--- src/rtl/pwm_encoder_pkg.sv ---
// Shared definitions for the frame-synchronous PWM encoder: FSM state
// encoding and the default frame geometry (10 kHz tick, 200-tick frame).
package pwm_encoder_pkg;

  typedef enum logic [1:0] {
    ST_IDLE = 2'd0,
    ST_HIGH = 2'd1,
    ST_LOW  = 2'd2
  } state_t;

  localparam int DEFAULT_WIDTH     = 7;
  localparam int DEFAULT_PERIOD    = 200;
  localparam int DEFAULT_MAX_COUNT = 100;

  // Width of the frame index; a 1-bit counter is still needed for PERIOD=2.
  function automatic int count_width(input int period);
    return (period > 2) ? $clog2(period) : 1;
  endfunction

endpackage

--- src/rtl/pwm_encoder_frame_counter.sv ---
// Mod-PERIOD frame index counter. Synchronous clear forces the index to 0;
// wrap flags the last cycle of a frame (index PERIOD-1).
module frame_counter #(
  parameter int PERIOD = 200,
  parameter int KW     = 8
) (
  input  logic          clk,
  input  logic          reset,
  input  logic          clear,
  output logic [KW-1:0] count,
  output logic          wrap
);

  localparam logic [KW-1:0] LAST = KW'(PERIOD - 1);

  assign wrap = (count == LAST);

  // Frame index: restart on clear or after the last cycle of the frame.
  always_ff @(posedge clk or negedge reset) begin
    if (!reset) begin
      count <= '0;
    end else if (clear || wrap) begin
      count <= '0;
    end else begin
      count <= count + KW'(1);
    end
  end

endmodule

--- src/rtl/pwm_encoder.sv ---
// Frame-synchronous PWM encoder. A duty word arrives via valid/ready into a
// shadow register; at each frame boundary a pending shadow value becomes the
// active duty D, and pwm is high for the first D ticks of the frame.
//
//   state   | meaning
//   --------+---------------------------------------------------------
//   IDLE    | enable low; pwm low, frame index held at 0
//   HIGH    | frame running, index < D, pwm high
//   LOW     | frame running, index >= D, pwm low until frame wrap
module pwm_encoder
  import pwm_encoder_pkg::*;
#(
  parameter int WIDTH     = DEFAULT_WIDTH,
  parameter int PERIOD    = DEFAULT_PERIOD,
  parameter int MAX_COUNT = DEFAULT_MAX_COUNT
) (
  input  logic             clk,
  input  logic             reset,
  input  logic             enable,
  input  logic [WIDTH-1:0] in_duty,
  input  logic             in_valid,
  output logic             in_ready,
  output logic             pwm,
  output logic             frame_start,
  output logic             busy
);

  localparam int KW = count_width(PERIOD);
  localparam int CW = ((KW > WIDTH) ? KW : WIDTH) + 1;
  localparam logic [WIDTH-1:0] MAX_D = WIDTH'(MAX_COUNT);

  if (PERIOD < 2 || MAX_COUNT > PERIOD || MAX_COUNT >= (2 ** WIDTH)) begin : g_bad_params
    $error("pwm_encoder: need PERIOD >= 2, MAX_COUNT <= PERIOD, MAX_COUNT < 2**WIDTH");
  end

  state_t           state_q;
  state_t           state_nxt;
  logic [KW-1:0]    count;
  logic             wrap;
  logic             clear;
  logic [WIDTH-1:0] duty_q;
  logic [WIDTH-1:0] duty_nxt;
  logic [WIDTH-1:0] shadow_q;
  logic [WIDTH-1:0] duty_clamped;
  logic             pending_q;
  logic             pending_nxt;
  logic             accept;
  logic             boundary;
  logic             last_high;
  logic             frame_high;
  logic             pwm_nxt;
  logic             frame_start_nxt;
  logic             busy_nxt;
  logic             in_ready_nxt;

  // in_ready is a flop mirroring !pending, so accept uses only registered state
  // on the ready side.
  assign accept       = in_valid && in_ready;
  assign duty_clamped = (in_duty > MAX_D) ? MAX_D : in_duty;

  // The next cycle is index 0 of a frame: first enabled edge out of IDLE, or
  // the wrap of a running frame.
  assign boundary = enable && ((state_q == ST_IDLE) || wrap);
  assign clear    = !enable || (state_q == ST_IDLE);

  // A capture on a boundary edge cannot also load: accept needs pending low,
  // so the load sees the old shadow and the new word waits a full frame.
  assign duty_nxt    = (boundary && pending_q) ? shadow_q : duty_q;
  assign pending_nxt = accept ? 1'b1 : (boundary ? 1'b0 : pending_q);

  assign last_high  = ((CW'(count) + CW'(1)) == CW'(duty_q));
  assign frame_high = (duty_nxt != '0);

  frame_counter #(
    .PERIOD (PERIOD),
    .KW     (KW)
  ) u_frame_counter (
    .clk   (clk),
    .reset (reset),
    .clear (clear),
    .count (count),
    .wrap  (wrap)
  );

  // State register.
  always_ff @(posedge clk or negedge reset) begin
    if (!reset) begin
      state_q <= ST_IDLE;
    end else begin
      state_q <= state_nxt;
    end
  end

  // Next-state logic; a boundary always restarts the frame from HIGH or LOW.
  always_comb begin
    state_nxt = state_q;
    if (!enable) begin
      state_nxt = ST_IDLE;
    end else if (boundary) begin
      state_nxt = frame_high ? ST_HIGH : ST_LOW;
    end else begin
      case (state_q)
        ST_HIGH: if (last_high) state_nxt = ST_LOW;
        ST_LOW:  state_nxt = ST_LOW;
        default: state_nxt = ST_IDLE;
      endcase
    end
  end

  // Output decode from the next state, so every output leaves a flop.
  always_comb begin
    pwm_nxt         = (state_nxt == ST_HIGH);
    busy_nxt        = (state_nxt != ST_IDLE);
    frame_start_nxt = boundary;
    in_ready_nxt    = !pending_nxt;
  end

  // Output registers; reset drops pwm asynchronously with no path back high.
  always_ff @(posedge clk or negedge reset) begin
    if (!reset) begin
      pwm         <= 1'b0;
      busy        <= 1'b0;
      frame_start <= 1'b0;
      in_ready    <= 1'b1;
    end else begin
      pwm         <= pwm_nxt;
      busy        <= busy_nxt;
      frame_start <= frame_start_nxt;
      in_ready    <= in_ready_nxt;
    end
  end

  // Duty, shadow and pending flag; these survive enable drops.
  always_ff @(posedge clk or negedge reset) begin
    if (!reset) begin
      duty_q    <= '0;
      shadow_q  <= '0;
      pending_q <= 1'b0;
    end else begin
      duty_q    <= duty_nxt;
      pending_q <= pending_nxt;
      if (accept) begin
        shadow_q <= duty_clamped;
      end
    end
  end

endmodule

--- config.mk ---
export PLATFORM = sky130hd
export DESIGN_NAME = pwm_encoder
export DESIGN_NICKNAME = d
export VERILOG_FILES = /design/src/rtl/pwm_encoder_pkg.sv /design/src/rtl/pwm_encoder_frame_counter.sv /design/src/rtl/pwm_encoder.sv
export SDC_FILE = /design/constraint.sdc
export NUM_CORES = 1
export LEC_CHECK = 0
export ABC_AREA = 1
export BUFFER_PORTS_ARGS = -buffer_cell sky130_fd_sc_hd__clkbuf_2
export CORE_UTILIZATION = 50
export CTS_CLUSTER_DIAMETER = 80
export CTS_CLUSTER_SIZE = 24
export DETAILED_ROUTE_END_ITERATION = 8
export PLACE_DENSITY = 0.69
export SETUP_SLACK_MARGIN = 0.5
export SYNTH_ARGS = -nofsm -noshare
export SYNTH_HDL_FRONTEND = slang
export SYNTH_SLANG_ARGS = --single-unit
--- constraint.sdc ---
create_clock -name clk -period 2.16 [get_ports clk]
set_input_delay 0.324 -clock clk [delete_from_list [all_inputs] [get_ports clk]]
set_output_delay 0.324 -clock clk [all_outputs]
set_load 0.02 [all_outputs]
Word level (Yosys, flattened, before mapping)
Index checks and enable logic that the tools add are counted.
{"block": "op_classes", "addsub": 2, "magnitude_cmp": 1, "n_eq_ne": 5, "mux": 10, "n_reduce_logical": 11}
{"cell": "$mux W7", "n": 2}
{"cell": "$add A8 B1 Y9 const B", "n": 1}
{"cell": "$eq A9 B7 Y1", "n": 1}
{"cell": "$add A8 B1 Y8 const B", "n": 1}
{"cell": "$eq A8 B8 Y1 const B", "n": 1}
{"cell": "$mux W2", "n": 4}
{"cell": "$mux W8", "n": 1}
{"cell": "$gt A7 B7 Y1 const B", "n": 1}
{"cell": "$reduce_bool A7 Y1", "n": 1}
{"cell": "$eq A2 B1 Y1 const B", "n": 2}
{"cell": "$pmux W2 S2", "n": 1}
{"cell": "$logic_and A1 B1 Y1", "n": 3}
{"cell": "$logic_or A1 B1 Y1", "n": 3}
{"cell": "$eq A2 B2 Y1 const B", "n": 1}
{"cell": "$logic_not A1 Y1", "n": 2}
{"cell": "$logic_not A2 Y1", "n": 1}
{"cell": "$mux W1", "n": 2}
{"cell": "$reduce_bool A2 Y1", "n": 1}
{"block": "totals", "register_bits": 29, "elab_cells": 38}

Depth between registers and ports, before layout
{"block": "logic_depth", "depth_word": 10, "ltp_mapped": 16}

Cells and area by module
A second synthesis with hierarchy kept.
{"block": "hier_totals", "hier_cells": 230, "area_unflattened_um2": 1684.1}
{"module": "pwm_encoder", "instances": 1, "cells_each": 173, "area_per_inst_um2": 1252.5, "seq_area_each_um2": 526.8}
{"module": "frame_counter", "instances": 1, "cells_each": 57, "area_per_inst_um2": 431.7, "seq_area_each_um2": 200.2}

Worst setup path after synthesis
Ideal clock, no wire load.
{"block": "synth_timing", "kind": "register to register", "from": "reg u_frame_counter.count[0]", "to": "reg pwm", "arrival_time_ns": 1.594, "required_time_ns": 2.041, "slack_ns": 0.447, "path_stages_with_launch": 14, "path_buffers": 0, "cell_sequence": "dfrtp_1 > ha_1 > nand2_2 > inv_2 > nand3_2 > nand2_4 > nand3_4 > nand2_1 > nand2_1 > nand2_1 > nor2_2 > nand2_1 > a21oi_2 > nor2_1"}
{"block": "synth_between", "elab_chain_len": 10, "word_cells_on_any_way": 14, "classes_between": "add/sub (1); eq/ne (3); mux (6); reduce/logical (4)"}
{"item": "start: declaration", "line": "pwm_encoder_frame_counter.sv:10", "rtl": "output logic [KW-1:0] count,"}
{"item": "start signal: assignment", "line": "pwm_encoder_frame_counter.sv:25", "rtl": "count <= count + KW'(1);"}
{"item": "branches (longest 7 deep; another with $add A8 B1 Y9)"}
{"item": "$mux W2 (*)", "line": "pwm_encoder.sv:99", "rtl": "end else if (boundary) begin"}
{"item": "$mux W2 (*)", "line": "pwm_encoder.sv:97", "rtl": "if (!enable) begin"}
{"item": "$eq A2 B1 Y1 (*)", "line": "pwm_encoder.sv:112", "rtl": "pwm_nxt = (state_nxt == ST_HIGH);"}
{"item": "net pwm_nxt", "line": "pwm_encoder.sv:51", "rtl": "logic pwm_nxt;"}
{"item": "end signal: assignment", "line": "pwm_encoder.sv:126", "rtl": "pwm <= pwm_nxt;"}
{"item": "end: declaration", "line": "pwm_encoder.sv:23", "rtl": "output logic pwm,"}
Mark *: on every way through the listed nets, which the timed path passes.
A chain may end at the register's enable or synchronous reset.

Worst setup path in the final report
{"block": "layout_timing", "from": "reg u_frame_counter.count[1]", "to": "reg pwm"}
The elaborated chain is that of the path after synthesis.

==> results.py <==
metrics = {
    "worst_setup_path": {
        "critPathRequiredTime_ns": 2.39,
        "rr_worst_depth": 13,
        "rrSetupSlack_ns": 0.40,
        "crit_type": "reg -> reg",
        "cp-start-kind": "register",
        "worst-path-max-fanout": 5,
        "reg2reg_from": "u_frame_counter.count[1]",
        "arrival_ns": 1.99,
        "end_kind": "register",
        "r2r-end": "pwm",
    },
    "synthesis": {
        "synth_seq_area_share_pct": 45.7,
        "netlist_area_mm2": 0.00159,
        "synth.avg_cell_area_um2": 7.39,
        "synth-seq-cells": 29,
        "ys_async_sr_fraction_pct": 100,
        "synthTopCellsByCount": "65 x nand2_1, 41 x inv_1, 28 x dfrtp_1",
        "ys_types": 24,
        "yosysTopAreaCell": "dfrtp_1",
        "yosysWarnings": 0,
        "synthMostInstantiatedCell": "nand2_1",
        "synth_edf_count": 0,
        "syn_nets": 230,
        "synth_top_area_share_pct": 44.1,
        "netlist_instances": 215,
        "synthTopCellsByArea": "dfrtp_1 44%, nand2_1 15%, inv_1 9.7%, nand3_1 4.7%, nor2_1 4.5%",
        "synthFlopType": "dfrtp_1",
    },
    "clock_network": {
        "cts.sink_count": 29,
        "cts_tree": "yes",
        "clk_path_buf_depth": 2,
        "cts_buffers": 5,
        "ctsRootBufferMaster": "clkbuf_4",
        "clk_pin_slew_ns": 0.09,
        "h-tree-depth": 2,
        "clk-insertion-delay-late_ns": 0.33,
        "cts_hold_buf": 0,
    },
    "timing": {
        "drv_slew": 0,
        "slew_headroom_pct": 53.1,
        "setup_tns_ns": 0,
        "fin_skew_ns": 0.0125,
        "max_slew.worst_pin.slew_ns": 0.704,
        "grt_setup_unrepaired": "true",
        "hold-worst-slack_ns": 0.0215,
        "hold_violations": 0,
        "fin_crit_sh_pct": 81.6,
        "fin_crit_ns": 1.76,
        "setup_viol": 0,
        "fmax_ghz": 0.567,
    },
    "drt": {
        "drc_errors": 0,
        "vias_per_cell": 4.71,
        "ant_nets": 0,
        "totalWireLength_um": 3250,
        "num_vias": 1395,
        "drt_iter0_markers": 44,
        "wl_per_cell_um": 11.0,
        "firstDrtPassIters": 4,
    },
    "power": {
        "p_int_w": 0.00121,
        "power_density_mw_per_mm2": 933,
        "leakage_nw": 1.06,
        "ir_worst_vdd_mv": 0.590,
        "p_clk_share_pct": 25.7,
        "seqPwrFrac_pct": 41.6,
        "p_sw_w": 0.000619,
        "switching_share_pct": 33.9,
        "pwr-share-comb_pct": 32.7,
    },
    "global_route": {
        "grt_max_degree": 30,
        "grt.total_usage_pct": 21.6,
        "grt_pass1_wl_um": 5390,
        "grt_overflow": 0,
        "antenna_found_initial": 0,
        "grt_pass1_vias": 1325,
    },
    "floorplan": {
        "die_h_um": 58.4,
        "start_util_pct": 52.5,
        "chipWidth_um": 58.4,
        "fp-row-count": 20,
        "die_area_mm2": 0.00341,
        "core_area_mm2": 0.00303,
        "ios": 15,
    },
    "final_layout": {
        "drive_gt1_share_pct": 26.2,
        "antenna_cells": 0,
        "num-nets-final": 266,
        "syn_to_final_growth_pct": 23.4,
        "final_core_util_pct": 64.8,
    },
    "placed_design": {
        "gp_congestion": 0.893,
        "hpwl_um": 2200,
        "portBuffers": 14,
    },
    "run": {
        "maxCapViolations": 0,
    },
    "hold_path": {
        "hold_path.class": "in -> async",
    },
    "outcome": {
        "status": "completed",
    },
}
-- power groups by stage --
stage / combinational [W] / clock (W) / sequential [W]
3_5_place_dp: 0.000464 / 0 / 0.000770
5_1_grt: 0.000681 / 0.000503 / 0.000776
3_3_place_gp: 0.000460 / 0 / 0.000768
2_1_floorplan: 0.000362 / 0 / 0.000757
6_report: 0.000598 / 0.000469 / 0.000761
4_1_cts: 0.000543 / 0.000481 / 0.000758
-- through the flow --
stage / power [W] / setup WS [ns] / area (µm²) / cells
5_1_grt: 0.00196 / 0.249 / 1960 / 296
6_report: 0.00183 / 0.398 / 1960 / 296
2_1_floorplan: 0.00112 / 0.476 / 1590 / 215
3_3_place_gp: 0.00123 / 0.282 / 1710 / 271
4_1_cts: 0.00178 / 0.368 / 1910 / 292
3_5_place_dp: 0.00123 / 0.247 / 1710 / 271
-- registers in the layout (all words and copies together), names as in the netlist --
register,count
u_frame_counter.count,8
duty_q,7
shadow_q,7
state_q,2
busy,1
frame_start,1
in_ready,1
pending_q,1
pwm,1
-- final cells by class --
cell class / count / area [µm²]
Tap cell: 44 / 55.1
Sequential cell: 29 / 728
Inverter: 44 / 165
Fill cell: 284 / 1070
Clock buffer: 7 / 55.1
Multi-Input combinational cell: 139 / 718
Clock inverter: 1 / 30.0
Timing Repair Buffer: 32 / 209
-- how the worst max path moves through the flow --
| stage | slack [ns] | start | cells after the start | end |
|---|---|---|---|---|
| 5_1_grt | 0.25 | u_frame_counter.count[1] | 13 | pwm |
| 2_1_floorplan | 0.48 | u_frame_counter.count[0] | 12 | pwm |
| 3_3_place_gp | 0.28 | u_frame_counter.count[0] | 12 | pwm |
| 6_report | 0.40 | u_frame_counter.count[1] | 13 | pwm |
| 3_5_place_dp | 0.25 | u_frame_counter.count[0] | 12 | pwm |
| 4_1_cts | 0.37 | u_frame_counter.count[1] | 13 | state_q[0] |
-- cell usage in the layout, fill, tap and decap left out, drive strengths merged, types with 4 or more instances in the layout --
cell | netlist | final
dfrtp | 28 | 28
a21oi | 5 | 5
nand2 | 70 | 70
buf | 2 | 18
nand3 | 17 | 17
nor2 | 23 | 23
nand4 | 9 | 9
ha | 4 | 4
clkbuf | 1 | 21
o21ai | 10 | 10
inv | 43 | 43
-- per-layer routing --
metal	track usage, %	share of wire, %	up-vias
met5	0	0	-
met4	12.2	2.8	0
met3	6.37	4.0	9
met2	36.6	49	24
met1	24.3	44	629
li1	-	-	733
-- repair_timing --
action / CTS / global route
setup buffers: 13 / 4
setup endpoints to repair: 11 / 5
pin swaps: 9 / 15
resized for setup: 6 / 9
-- cells by family (layout without fill, tap and decap cells) --
| kind of cell | Yosys count | in the layout | share of synthesized area, % |
|---|---|---|---|
| fa+ha+maj | 4 | 4 | 3.15 |
| simple gates | 120 | 120 | 34.5 |
| flops | 29 | 29 | 45.7 |
| compound gates | 15 | 15 | 5.20 |
| buf+inv | 47 | 84 | 11.4 |
-- critical path: stages (launching register included) --
cell and delay, ns:
dfrtp_1 0.40, ha_4 0.17, nand2_4 0.05, inv_2 0.07
nand3_2 0.09, nand2_4 0.11, buf_6 0.13, nand4_1 0.07
nand2_1 0.09, nand2_1 0.07, nor2_2 0.16, nand2_2 0.08
a21oi_2 0.14, nor2_1 0.06
Note: power is estimated with default switching activity, not from simulation.
